--- config.mk ---
export PLATFORM = sky130hd
export DESIGN_NAME = filter_stream_ctrl
export DESIGN_NICKNAME = d
export VERILOG_FILES = /design/src/rtl/filter_stream_pkg.sv /design/src/rtl/filter_stream_ctrl_fifo.sv /design/src/rtl/filter_stream_ctrl.sv
export SDC_FILE = /design/constraint.sdc
export NUM_CORES = 1
export LEC_CHECK = 0
export BUFFER_PORTS_ARGS = -buffer_cell sky130_fd_sc_hd__buf_4
export CORE_MARGIN = 4
export CORE_UTILIZATION = 35
export CTS_CLUSTER_SIZE = 12
export DETAILED_ROUTE_END_ITERATION = 6
export PLACE_DENSITY = 0.63
export SYNTH_ARGS = -nofsm -noshare
export SYNTH_HDL_FRONTEND = slang
export SYNTH_SLANG_ARGS = --single-unit
--- constraint.sdc ---
create_clock -name clk -period 6.3 [get_ports clk]
set_input_delay 0.63 -clock clk [delete_from_list [all_inputs] [get_ports clk]]
set_output_delay 0.63 -clock clk [all_outputs]
set_load 0.01 [all_outputs]
--- src/rtl/filter_stream_pkg.sv ---
// Shared types and the RGB444 pixel filter used by the frame-scan controller
// and the grayscale_filter datapath.
package filter_stream_pkg;

  typedef enum logic [1:0] {
    BYPASS   = 2'b00,
    GRAY     = 2'b01,
    INVERT   = 2'b10,
    GRAY_INV = 2'b11
  } mode_e;

  typedef enum logic [1:0] {
    IDLE  = 2'b00,
    RUN   = 2'b01,
    DRAIN = 2'b10
  } state_e;

  typedef struct packed {
    logic [3:0] r;
    logic [3:0] g;
    logic [3:0] b;
  } rgb444_t;

  localparam int PIX_W  = 12;
  localparam int FIFO_W = PIX_W + 2;

  // Grayscale is (max+min)/2 on a 5-bit sum; invert is applied after grayscale.
  function automatic rgb444_t filter_pixel(input mode_e mode, input rgb444_t p);
    logic [3:0] mx;
    logic [3:0] mn;
    logic [4:0] sum;
    rgb444_t    q;
    mx = p.r;
    if (p.g > mx) mx = p.g;
    if (p.b > mx) mx = p.b;
    mn = p.r;
    if (p.g < mn) mn = p.g;
    if (p.b < mn) mn = p.b;
    sum = {1'b0, mx} + {1'b0, mn};
    q = p;
    if (mode == GRAY || mode == GRAY_INV) q = '{r: sum[4:1], g: sum[4:1], b: sum[4:1]};
    if (mode == INVERT || mode == GRAY_INV) q = '{r: 4'd15 - q.r, g: 4'd15 - q.g, b: 4'd15 - q.b};
    return q;
  endfunction

endpackage

--- src/rtl/filter_stream_ctrl_fifo.sv ---
// Synchronous show-ahead FIFO holding filtered pixels with their sof/eol tags.
module pixel_fifo #(
  parameter int WIDTH = 14,
  parameter int DEPTH = 4
) (
  input  logic                       clk,
  input  logic                       rst_n,
  input  logic                       wr_en,
  input  logic [WIDTH-1:0]           wr_data,
  input  logic                       rd_en,
  output logic [WIDTH-1:0]           rd_data,
  output logic [$clog2(DEPTH):0]     count
);

  localparam int AW = $clog2(DEPTH);
  localparam logic [AW:0] CNT_FULL = (AW+1)'(DEPTH);

  logic [WIDTH-1:0] mem [DEPTH];
  logic [AW-1:0]    wr_ptr;
  logic [AW-1:0]    rd_ptr;
  logic             do_wr;
  logic             do_rd;

  assign do_wr   = wr_en && (count != CNT_FULL);
  assign do_rd   = rd_en && (count != '0);
  assign rd_data = mem[rd_ptr];

  // NOTE: storage carries no reset; only pointers and count decide which entries are live.
  always_ff @(posedge clk) begin
    if (do_wr) mem[wr_ptr] <= wr_data;
  end

  // NOTE: sequential state uses <= so every register samples pre-edge values.
  always_ff @(posedge clk) begin
    if (!rst_n) begin
      wr_ptr <= '0;
      rd_ptr <= '0;
      count  <= '0;
    end else begin
      if (do_wr) wr_ptr <= wr_ptr + 1'b1;
      if (do_rd) rd_ptr <= rd_ptr + 1'b1;
      case ({do_wr, do_rd})
        2'b10:   count <= count + 1'b1;
        2'b01:   count <= count - 1'b1;
        default: count <= count;
      endcase
    end
  end

endmodule

--- src/rtl/filter_stream_ctrl.sv ---
// Frame-scan controller: reads a frame in raster order, filters each pixel
// and streams it out on valid/ready with sof/eol markers.
module filter_stream_ctrl
  import filter_stream_pkg::*;
#(
  parameter int H_PIX      = 320,
  parameter int V_PIX      = 240,
  parameter int ADDR_W     = 17,
  parameter int FIFO_DEPTH = 4
) (
  input  logic              clk,
  input  logic              rst_n,
  input  logic              start,
  input  logic [1:0]        mode_sel,
  output logic              busy,
  output logic              done,
  output logic              mem_en,
  output logic [ADDR_W-1:0] mem_addr,
  input  logic [11:0]       mem_rdata,
  output logic [11:0]       pix_out,
  output logic              pix_valid,
  input  logic              pix_ready,
  output logic              pix_sof,
  output logic              pix_eol
);

  localparam int XW = (H_PIX > 1) ? $clog2(H_PIX) : 1;
  localparam int YW = (V_PIX > 1) ? $clog2(V_PIX) : 1;
  localparam int CW = $clog2(FIFO_DEPTH);
  localparam logic [XW-1:0]     X_LAST  = XW'(H_PIX - 1);
  localparam logic [ADDR_W-1:0] A_LAST  = ADDR_W'(H_PIX * V_PIX - 1);
  localparam logic [CW:0]       CREDITS = (CW+1)'(FIFO_DEPTH);

  state_e           state;
  mode_e            mode_q;
  logic [XW-1:0]    x;
  logic [YW-1:0]    y;
  logic             inflight;
  logic             sof_d;
  logic             eol_d;
  logic [CW:0]      fifo_count;
  logic [FIFO_W-1:0] fifo_head;
  rgb444_t          filt;
  logic             fifo_rd;
  logic             last_hs;

  assign busy = (state != IDLE);

  // A read is only issued if its word is guaranteed a FIFO slot on return.
  assign mem_en = (state == RUN) && ((fifo_count + (CW+1)'(inflight)) < CREDITS);

  assign filt      = filter_pixel(mode_q, rgb444_t'(mem_rdata));
  assign pix_valid = (fifo_count != '0);
  assign {pix_out, pix_sof, pix_eol} = pix_valid ? fifo_head : '0;
  assign fifo_rd   = pix_valid && pix_ready;

  // In DRAIN with nothing in flight, the single remaining entry is the last pixel.
  assign last_hs = (state == DRAIN) && !inflight && (fifo_count == (CW+1)'(1)) && pix_ready;

  pixel_fifo #(
    .WIDTH (FIFO_W),
    .DEPTH (FIFO_DEPTH)
  ) u_fifo (
    .clk     (clk),
    .rst_n   (rst_n),
    .wr_en   (inflight),
    .wr_data ({filt, sof_d, eol_d}),
    .rd_en   (fifo_rd),
    .rd_data (fifo_head),
    .count   (fifo_count)
  );

  always_ff @(posedge clk) begin
    if (!rst_n) begin
      state    <= IDLE;
      mode_q   <= BYPASS;
      mem_addr <= '0;
      x        <= '0;
      y        <= '0;
      inflight <= 1'b0;
      sof_d    <= 1'b0;
      eol_d    <= 1'b0;
      done     <= 1'b0;
    end else begin
      done     <= 1'b0;
      inflight <= mem_en;
      unique case (state)
        IDLE: if (start) begin
          state    <= RUN;
          mode_q   <= mode_e'(mode_sel);
          mem_addr <= '0;
          x        <= '0;
          y        <= '0;
        end
        RUN: if (mem_en) begin
          sof_d    <= (x == '0) && (y == '0);
          eol_d    <= (x == X_LAST);
          mem_addr <= mem_addr + 1'b1;
          if (x == X_LAST) begin
            x <= '0;
            y <= y + 1'b1;
          end else begin
            x <= x + 1'b1;
          end
          if (mem_addr == A_LAST) state <= DRAIN;
        end
        DRAIN: if (last_hs) begin
          state <= IDLE;
          done  <= 1'b1;
        end
        default: state <= IDLE;
      endcase
    end
  end

endmodule

Word-level counts from Yosys, hierarchy flattened
Memory sizes are Yosys's and may differ from the RTL's. A register that Yosys moved wholly into a read port is not among the register bits. Index checks and enable logic that the tools add are counted.

Add/subtract/negate cells: 12. Order comparisons: 5. Equal/unequal tests: 16. Multiplexer cells: 29. Reductions and logical operators: 24.

Operators with widths (number): $mux W17 (2); $pmux W17 S2 (1); $mux W9 (3); $mux W12 (2); $mux W8 (3); $pmux W9 S2 (1); $add A17 B1 Y17 const B (1); $eq A17 B17 Y1 const B (1); $mux W4 (4); $pmux W8 S2 (1); $mux W14 (1); $mux W2 (6); $sub A4 B4 Y4 const A (3); $add A9 B1 Y9 const B (1); $eq A9 B9 Y1 const B (1); $logic_not A9 Y1 (1); $add A8 B1 Y8 const B (1); $eq A2 B2 Y1 const B (4); $gt A4 B4 Y1 (2); $logic_and A1 B1 Y1 (8); $logic_not A8 Y1 (1); $lt A4 B4 Y1 (2); $reduce_and A4 Y1 (2); $eq A2 B1 Y1 const B (3); other kinds (20) (31).

Register bits after elaboration: 49. RAM bits: 56. Input port bits: 18. Output and inout bits: 35. Logic and storage cells: 99. Memories kept: 1.

Memory list: u_fifo.mem (words 4, bits a word 14, read ports 1, clocked after Yosys merged registers in 1, wr ports 1, line filter_stream_ctrl_fifo.sv:18) `logic [WIDTH-1:0] mem [DEPTH];`.

Depth between registers and ports, before layout
Depth in word-level cells: 8. Gate-level depth with buffers: 20. Mapped depth without buffers: 20.

Hierarchy
From an unflattened synthesis, not the netlist that was laid out.

Cells, all modules: 487. Area, all modules: 5436.5 um^2.

Modules (own cells, without submodules): filter_stream_ctrl (times used 1, cells each 364, area each 2895.3 um^2); pixel_fifo (times used 1, cells each 123, area each 2541.2 um^2).

Worst setup path after synthesis
OpenSTA, ideal clock, no wires.

Path kind: input -> register. From: in mem_rdata[11]. To: mem u_fifo.mem[0][11] (data pin). Library setup time: 292 ps. Arrival time: 3743 ps. Required time: 6008 ps. Path slack: 2266 ps. Cell stages on the path: 16. Buffers on the path: 0. Cell sequence: inv_1 > ha_1 > and4_2 > a21oi_4 > mux2i_1 > inv_1 > ha_1 > nand2_1 > o21ai_2 > a31oi_1 > a211o_2 > fa_1 > nor2b_1 > nor3_1 > a21oi_1 > xnor2_1.

RTL lines: start: declaration (line filter_stream_ctrl.sv:19) `input logic [11:0] mem_rdata,`; end: declaration (line filter_stream_ctrl_fifo.sv:18).

==> flow_summary.yaml <==
route:
  vias: 3723
  viasPerCell: 5.10
  routedWlPerCell_um: 14.9
  drt_pass1_iterations: 4
  antenna_left: 0
  drt_iter0_markers: 201
  totalWireLength_um: 10900
  drc: 0
cts:
  cts_tree: "built"
  cts_num_sinks: 107
  path_clk_slew_ns: 0.08
  post_cts.repair.setup_buffers: 0
  cts_resized: 0
  cts-root-buf: "clkbuf_16"
  cts_buffer_depth: 2
  clock_latency_ns: 0.35
  hold_buffers: 0
  cts_max_level: 3
  cts_buffers: 9
synth:
  yosysTopAreaCell: "edfxtp_1"
  yosysWarnings: 0
  ys.flop_type: "edfxtp_1"
  yosysSeqAreaShare_pct: 50.2
  synthArstFlopShare_pct: 0
  syn_nets: 535
  synth-edff-count: 56
  ys_ff_latch: 107
  synthCells: 487
  synth_top_area_share_pct: 31.2
  synth_commonest_cells: "56 x edfxtp_1, 54 x nor2_1, 51 x dfxtp_1"
  synth_cell_types: 55
  yosys.cell_count.top_type: "edfxtp_1"
  avgSynthCellArea_um2: 11.1
  yosys-top-cells-area: "edfxtp_1 31%, dfxtp_1 19%, ha_1 6.7%, mux4_2 5.9%, xnor2_1 4.2%"
  synth_area_um2: 5390
timing:
  slew_headroom_pct: 27.5
  fmax_ghz: 0.234
  worstMarginPinSlew_ns: 1.09
  report.final.hold_viol_count: 0
  setup_viol: 0
  skew_ns: 0.00827
  period_share_pct: 68.0
  grt_setup_unrepaired: "false"
  tns_ns: 0
  post-route-min-period_ns: 4.28
  drv_slew: 0
critical_path:
  cp_max_fo: 10
  cp.required_ns: 6.43
  cp.arrival_ns: 4.41
  cp-start-kind: "input port"
  crit_path_end_kind: "register"
  worstSetupPathType: "input port to register"
placement:
  hpwl_um: 8060
  gpl.final_weighted_congestion: 0.911
  io_buffers: 52
floorplanning:
  die_x_um: 132
  initial_core_util_pct: 35.6
  dieHeight_um: 132
  rows: 45
  dieArea_um2: 17400
  core_um2: 15100
  ios: 53
finish:
  antenna_cells: 0
  final_nets: 585
  fin_util_pct: 41.3
  area_growth_pct: 16.0
  drive_gt1_share_pct: 17.3
global_routing:
  grt_overflow_total: 0
  antenna_found_initial: 0
  grt_pass1_wl_um: 18100
  grt_max_degree: 24
  track_usage_pct: 12.7
  grt_pass1_vias: 3699
pwr:
  max-vdd-ir-drop_uv: 147
  leakagePower_nw: 2.30
  power_density_nw_per_um2: 287
flow_run:
  cap_viol_max_count: 0
hold_path:
  min_path_type: "register to register"
status:
  status: "finished, final reports clean"
==> path summary, 6_finish.rpt <==
check                   startpoint                    endpoint  slack (ns)  cells past startpoint
min reg2reg      x[1]$_SDFFE_PN0P_           x[1]$_SDFFE_PN0P_        0.50                      2
min              x[1]$_SDFFE_PN0P_           x[1]$_SDFFE_PN0P_        0.50                      2
max reg2reg  state[0]$_SDFFE_PN0P_    mem_addr[9]$_SDFFE_PN0P_        3.86                      7
max                   mem_rdata[9]  u_fifo.mem[1][5]$_DFFE_PP_        2.02                     19
==> state kept, by name (all words and copies together) (netlist names), named ones only <==
register	count
u_fifo.count	3
done	1
u_fifo.wr_ptr	2
state	2
u_fifo.rd_ptr	2
sof_d	1
y	8
eol_d	1
mem_addr	17
mode_q	2
u_fifo.mem	56
inflight	1
x	9
==> critical path, stage by stage <==
cell,delay (ns)
buf_4,0.09
inv_1,0.05
ha_1,0.28
nor2b_4,0.15
o211ai_4,0.12
a21oi_4,0.25
mux2i_1,0.34
inv_1,0.08
ha_1,0.27
nand2_1,0.05
o21ai_2,0.30
a31oi_1,0.21
a211o_2,0.32
fa_1,0.38
nor2b_1,0.16
o21ai_0,0.09
nand3b_1,0.12
o21ai_0,0.15
xnor2_1,0.34
==> area by class of cell <==
type	count	area, µm²
fillers	1448	8890
flip-flops and latches	107	2700
multi-input cells	343	2540
repair buffers	52	390
well taps	188	235
clock buffers	9	225
inverters	24	90.1
clock inverters	7	63.8
==> cell families after synthesis <==
family | after synthesis | synth area share, %
simple gates | 185 | 17.9
flops | 107 | 50.2
compound gates | 62 | 7.71
xor+xnor | 45 | 7.31
buf+inv | 37 | 2.65
fa+ha+maj | 30 | 7.10
mux | 21 | 7.17
==> power breakdown <==
| group | switching [mW] | internal (mW) | total (mW) |
|---|---|---|---|
| Sequential | 0.0407 | 0.773 | 0.814 |
| Combinational | 0.221 | 0.211 | 0.432 |
| Clock | 0.271 | 0.279 | 0.550 |
| Total | 0.533 | 1.26 | 1.80 |
==> metal layers <==
layer	part of all wire, %	vias to the layer above	global-route usage [%]
li1	-	1832	-
met1	45	1788	16.2
met2	48	85	21.0
met3	4.4	18	3.02
met4	2.0	0	5.08
met5	0	-	0
==> per-stage QoR <==
step	instance area [µm²]	power, mW	setup WS, ns	std cells	hold WS, ns
after floorplan	5390	1.12	2.27	487	0.452
after global placement	5960	1.25	1.83	714	0.491
after detailed placement	5960	1.27	1.70	714	0.494
after CTS	6250	1.82	2.08	730	0.502
after global routing	6250	1.90	1.71	730	0.538
final	6250	1.80	2.02	730	0.499
==> placed cells by master, fill, tap and decap left out, drive strengths merged, types with 2 or more instances in the layout <==
cell type   n
nor4        3
nor2       55
a31oi       3
ha         29
and2       26
mux2i       6
xor2       19
a21oi      23
nand2      28
nor2b      12
and3        6
nand2b      3
mux4       14
inv        29
nand4      11
clkbuf      9
a211oi      5
dfxtp      51
o211ai      2
or3         3
edfxtp     56
buf        52
a21boi      7
o21ai      15
and4        4
xnor2      26
nor3        9
a211o       3
nand3      17
(Power assumes the default switching activity.)
